**src/rtl/bcd_word_display_rx.sv**
```systemverilog
// bcd_word_display_rx: receives the BCD counter's two-word bus, filters it
// for stability, validates tags and nibbles, latches the accepted digits and
// scans them onto a common-anode 4-digit 7-segment display with leading-zero
// blanking and a one-cycle all-anodes-off gap between digit slots.
module bcd_word_display_rx #(
   parameter int unsigned F_CLK_HZ       = 25_000_000,
   parameter int unsigned SCAN_HZ        = 1000,
   parameter bit          SEG_ACTIVE_LOW = 1'b1,
   parameter bit          AN_ACTIVE_LOW  = 1'b1,
   parameter bit          BLANK_LEADING  = 1'b1,
   parameter logic [3:0]  DP_MASK        = 4'b0000
) (
   input  logic        clk,
   input  logic        reset_n,
   input  logic [8:0]  word_lo,
   input  logic [8:0]  word_hi,
   output logic [15:0] digits,
   output logic        update,
   output logic        frame_err,
   output logic [6:0]  seg,
   output logic        dp,
   output logic [3:0]  an
);

   localparam int unsigned SCAN_DIV = F_CLK_HZ / SCAN_HZ;
   localparam int unsigned SCAN_TKS = (SCAN_DIV < 1) ? 1 : SCAN_DIV;
   localparam int unsigned CNT_W    = (SCAN_TKS > 1) ? $clog2(SCAN_TKS) : 1;
   localparam logic [CNT_W-1:0] CNT_LAST = CNT_W'(SCAN_TKS - 1);

   localparam logic [6:0]  SEG_OFF  = SEG_ACTIVE_LOW ? 7'h7F : 7'h00;
   localparam logic [3:0]  AN_OFF   = AN_ACTIVE_LOW ? 4'hF : 4'h0;
   localparam logic        DP_OFF   = SEG_ACTIVE_LOW;
   // Pipeline reset value is {hi, lo} = {9'h100, 9'h000}: a valid all-zero frame.
   localparam logic [17:0] PIPE_RST = {9'h100, 9'h000};

   // Active-high segment pattern for a BCD digit; codes above 9 are filtered
   // at accept and never get here, so they simply map to all-off.
   function automatic logic [6:0] seg7(input logic [3:0] n);
      logic [6:0] s;
      case (n)
         4'd0:    s = 7'h3F;
         4'd1:    s = 7'h06;
         4'd2:    s = 7'h5B;
         4'd3:    s = 7'h4F;
         4'd4:    s = 7'h66;
         4'd5:    s = 7'h6D;
         4'd6:    s = 7'h7D;
         4'd7:    s = 7'h07;
         4'd8:    s = 7'h7F;
         4'd9:    s = 7'h6F;
         default: s = 7'h00;
      endcase
      return s;
   endfunction

   // ---------------------------------------------------------------- input path
   logic [17:0] q1_q, q2_q;
   logic [15:0] digits_q, digits_d;
   logic        update_q, update_d;
   logic        ferr_q, ferr_d;

   logic [8:0]  lo2, hi2;
   logic [15:0] frame_nibs;
   logic        stable, valid;

   assign lo2        = q2_q[8:0];
   assign hi2        = q2_q[17:9];
   assign frame_nibs = {hi2[7:0], lo2[7:0]};
   assign stable     = (q1_q == q2_q);
   assign valid      = !lo2[8] && hi2[8] &&
                       (frame_nibs[15:12] <= 4'd9) && (frame_nibs[11:8] <= 4'd9) &&
                       (frame_nibs[7:4]   <= 4'd9) && (frame_nibs[3:0]  <= 4'd9);

   // Accept rule: only a stable frame can change digits or the error flag.
   always_comb begin
      digits_d = digits_q;
      update_d = 1'b0;
      ferr_d   = ferr_q;
      if (stable) begin
         if (valid) begin
            ferr_d = 1'b0;
            if (frame_nibs != digits_q) begin
               digits_d = frame_nibs;
               update_d = 1'b1;
            end
         end else begin
            ferr_d = 1'b1;
         end
      end
   end

   // Two-stage input capture plus the accepted-value registers.
   always_ff @(posedge clk or negedge reset_n) begin
      if (!reset_n) begin
         q1_q     <= PIPE_RST;
         q2_q     <= PIPE_RST;
         digits_q <= '0;
         update_q <= 1'b0;
         ferr_q   <= 1'b0;
      end else begin
         q1_q     <= {word_hi, word_lo};
         q2_q     <= q1_q;
         digits_q <= digits_d;
         update_q <= update_d;
         ferr_q   <= ferr_d;
      end
   end

   // ---------------------------------------------------------------- display scan
   logic [CNT_W-1:0] cnt_q, cnt_d;
   logic [1:0]       idx_q, idx_d;
   logic [3:0]       an_q, an_d;
   logic [6:0]       seg_q, seg_d;
   logic             dp_q, dp_d;

   logic             scan_tick;
   logic [3:0]       cur_nib;
   logic             blank_m, blank_c, blank_d, cur_blank;
   logic [3:0]       an_ah;
   logic [6:0]       seg_ah;

   assign scan_tick = (cnt_q == CNT_LAST);
   assign cur_nib   = digits_q[{idx_q, 2'b00} +: 4];
   assign blank_m   = BLANK_LEADING && (digits_q[15:12] == 4'd0);
   assign blank_c   = blank_m && (digits_q[11:8] == 4'd0);
   assign blank_d   = blank_c && (digits_q[7:4] == 4'd0);

   // Next scan state. The tick cycle forces every anode off (the ghost gap);
   // the following cycle enables the new slot and loads seg/dp together, and
   // the slot keeps re-reading digits so a mid-slot update shows one cycle later.
   always_comb begin
      cnt_d     = scan_tick ? '0 : cnt_q + 1'b1;
      idx_d     = idx_q;
      an_d      = AN_OFF;
      seg_d     = seg_q;
      dp_d      = dp_q;
      an_ah     = '0;
      seg_ah    = '0;
      case (idx_q)
         2'd3:    cur_blank = blank_m;
         2'd2:    cur_blank = blank_c;
         2'd1:    cur_blank = blank_d;
         default: cur_blank = 1'b0;
      endcase
      if (scan_tick) begin
         idx_d = idx_q + 2'd1;
         an_d  = AN_OFF;
      end else begin
         an_ah  = cur_blank ? 4'b0000 : (4'b0001 << idx_q);
         seg_ah = cur_blank ? 7'h00 : seg7(cur_nib);
         an_d   = AN_ACTIVE_LOW ? ~an_ah : an_ah;
         seg_d  = SEG_ACTIVE_LOW ? ~seg_ah : seg_ah;
         dp_d   = SEG_ACTIVE_LOW ? ~DP_MASK[idx_q] : DP_MASK[idx_q];
      end
   end

   // Scan registers; outputs are driven straight from these, so reset blanks
   // the display asynchronously without passing through an active anode.
   always_ff @(posedge clk or negedge reset_n) begin
      if (!reset_n) begin
         cnt_q <= '0;
         idx_q <= 2'd0;
         an_q  <= AN_OFF;
         seg_q <= SEG_OFF;
         dp_q  <= DP_OFF;
      end else begin
         cnt_q <= cnt_d;
         idx_q <= idx_d;
         an_q  <= an_d;
         seg_q <= seg_d;
         dp_q  <= dp_d;
      end
   end

   assign digits    = digits_q;
   assign update    = update_q;
   assign frame_err = ferr_q;
   assign seg       = seg_q;
   assign dp        = dp_q;
   assign an        = an_q;

endmodule

```
**config.mk**
```make
export PLATFORM = sky130hd
export DESIGN_NAME = bcd_word_display_rx
export DESIGN_NICKNAME = d
export VERILOG_FILES = /design/src/rtl/bcd_word_display_rx.sv
export SDC_FILE = /design/constraint.sdc
export NUM_CORES = 1
export LEC_CHECK = 0
export ABC_AREA = 1
export CORE_MARGIN = 5
export CORE_UTILIZATION = 55
export CTS_CLUSTER_DIAMETER = 200
export DETAILED_ROUTE_END_ITERATION = 10
export PLACE_DENSITY = 0.79
export SETUP_SLACK_MARGIN = 0.3
export SLEW_MARGIN = 20
export SYNTH_ARGS = -nofsm -noshare
export SYNTH_HDL_FRONTEND = slang
export SYNTH_SLANG_ARGS = --single-unit
```
**constraint.sdc**
```tcl
create_clock -name clk -period 2.9 [get_ports clk]
set_input_delay 0.58 -clock clk [delete_from_list [all_inputs] [get_ports clk]]
set_output_delay 0.58 -clock clk [all_outputs]
set_load 0.02 [all_outputs]
```
==> impl_metrics.toml <==
[clock_network]
cts_root_buffer = "clkbuf_8"
clk_path_buf_depth = 2
clock-sinks = 82
cts_tree = "built"
postCtsResizedCells = 0
clk_latency_ns = 0.35
ctsHtreeMaxLevel = 3
hold_buffers = 0
path_clk_slew_ns = 0.08
cts_setup_buffers = 0
numCtsBuffers = 9

[logic_synthesis]
yosys.area.top_type = "dfrtp_1"
yosys-top-cells-count = "131 x nand2_1, 69 x dfrtp_1, 57 x nor2_1"
ys.warnings.count = 0
synth_area_leaders = "dfrtp_1 44%, nand2_1 13%, dfstp_2 8.7%"
async_reset_ff_frac = 1.000
yosys.area.top_type_share = 0.4401
ys_ff_latch = 82
synth_edf_count = 0
netlist_area_um2 = 3924
avgSynthCellArea_um2 = 8.530
yosysSeqAreaShare = 0.5271
syn_nets = 491
synthFlopType = "dfrtp_1"
yosysMostFrequentCell = "nand2_1"
synth_cell_types = 30
syn_inst = 460

[critical_path]
r2r_start = "idx_q[0]$_DFFE_PN0N_"
crit_family = "buffers and inverters"
reg2reg_to = "seg[5]$_DFFE_PN1P_"
crit_path_top_delay_cell = "clkdlybuf4s50_1"
cpPeakStageDelay_ns = 0.66
crit_arrival_ns = 1.50
cp.required_ns = 2.32
path_buf_inv = 1
path_class = "reg2out"
reg2reg_depth = 12
cp-end-kind = "output port"
crit_chain = "clkdlybuf4s50_1"
rrSetupSlack_ns = 0.96
critPathLaunchType = "register"
path_max_fanout = 6

[finish]
fin_nets = 544
post-route-util = 0.6820
areaGrowthSynthToFinish_pct = 19.39
final_area_um2 = 4684
drive_gt1_frac = 0.08494
fin_cells = 614
antenna_cells = 0

[timing]
min_period_ns = 2.076
final-max-slew-violation-count = 0
setup_viol = 0
rsz0062_at_grt = "no"
finalCritPeriodShare = 0.7158
fin_tns_setup_ns = 0
hold_slack_ns = 0.2595
clock.fmax_mhz = 481.7
finalHoldViolCount = 0
finalClockSkew_ns = 0.008304
slew_headroom = 0.5280
worstMarginPinSlew_ns = 0.7080

[floorplan]
num_io_pins = 50
die_area_um2 = 8924
die-height_um = 94.47
coreArea_um2 = 6869
die_w_um = 94.47
start_util = 0.5712
rows = 30

[power]
p_leak_nw = 2.368
vdd_ir_drop_max_uv = 446.6
power_density_nw_per_um2 = 449.1

[place]
place_area_um2 = 4486
globalplace.congestion = 0.8763
io_buffers = 48
place_inst = 598
hpwl_um = 5638

[grt]
grt_max_degree = 83
grt_pass1_vias = 3001
grt_usage = 0.1951
grt_pass1_wl_um = 13590
antenna_found_initial = 0
grt_overflow = 0

[hold_path]
worstHoldPathType = "in2async"

[drt]
vias = 3027
drc = 0
drt-met1-wl_um = 3245
wl_um = 7550
met2_length_um = 3869
vias_per_cell = 4.930
top_layer_used = "met4"
drt_pre_antenna_iters = 5
wl_per_cell_um = 12.30
wl_met3_um = 364
antenna_left = 0
drt_iter0_markers = 156

[outcome]
status = "finished clean"

[job]
drv_cap = 0
[sequential cells by signal, indices dropped and copies added, names as in the netlist]
| register | cells |
|---|---|
| digits | 16 |
| q1_q | 18 |
| frame_err | 1 |
| q2_q | 18 |
| an | 4 |
| update | 1 |
| idx_q | 2 |
| cnt_q | 15 |
| seg | 7 |
[layer usage]
| metal | GRT usage | vias to the layer above |
|---|---|---|
| li1 | - | 1553 |
| met1 | 0.2429 | 1382 |
| met2 | 0.3322 | 84 |
| met3 | 0.05339 | 8 |
| met4 | 0.05889 | 0 |
| met5 | 0 | - |
[cell usage in the layout, fill, tap and decap left out, drive strengths merged, types with 3 or more instances in the layout]
master,Yosys,layout
o21ai,12,12
nand3,26,26
xor2,22,22
nor2,59,59
clkinv,1,3
dfstp,13,13
ha,11,11
xnor2,3,3
nand4,22,22
nand2,133,133
inv,57,57
clkdlybuf4s50,0,47
dfrtp,69,69
a21oi,11,11
clkbuf,0,11
nor3,9,9
[worst max-delay path by stage]
stage | from | to | slack (ns) | depth (start not counted)
after floorplan | idx_q[0]$_DFFE_PN0N_ | seg[5]$_DFFE_PN1P_ | 1.26 | 13
after global placement | cnt_q[0]$_DFF_PN0_ | seg[4]$_DFFE_PN1P_ | 1.09 | 9
after detailed placement | idx_q[0]$_DFFE_PN0N_ | seg[5]$_DFFE_PN1P_ | 1.00 | 12
after CTS | digits[15]$_DFFE_PN0P_ | digits[15] | 0.79 | 1
after global routing | idx_q[0]$_DFFE_PN0N_ | seg[5]$_DFFE_PN1P_ | 0.70 | 12
final | digits[15]$_DFFE_PN0P_ | digits[15] | 0.82 | 1
[cells by family (layout without fill, tap and decap cells)]
logic type,after synthesis,count (layout),share of synthesized area
simple gates,251,251,0.2816
flops,82,82,0.5271
buf+inv,65,123,0.06665
compound gates,25,25,0.03285
xor+xnor,25,25,0.05580
fa+ha+maj,11,11,0.03508
other cells,1,1,0.0009557
[cell type report]
type | count | area, µm²
clock buffer | 11 | 141.4
tap | 96 | 120.1
sequential | 82 | 2068
clock inverter | 5 | 53.80
fill | 569 | 2185
multi-input combinational | 313 | 1594
timing repair buffer | 49 | 489.2
inverter | 58 | 217.7
[power by group]
part | switching [mW] | total (mW) | internal (mW)
sequential | 0.0251 | 1.20 | 1.17
combinational | 0.0552 | 0.100 | 0.0451
clock | 0.391 | 0.808 | 0.417
[metrics by stage]
stage | power, mW | setup WS [ns]
6_report | 2.104 | 0.8242
5_1_grt | 2.202 | 0.7013
4_1_cts | 2.134 | 0.7932
3_5_place_dp | 1.319 | 1.000
3_3_place_gp | 1.314 | 1.087
2_1_floorplan | 1.259 | 1.256
Power figures use the tool's default switching activity.
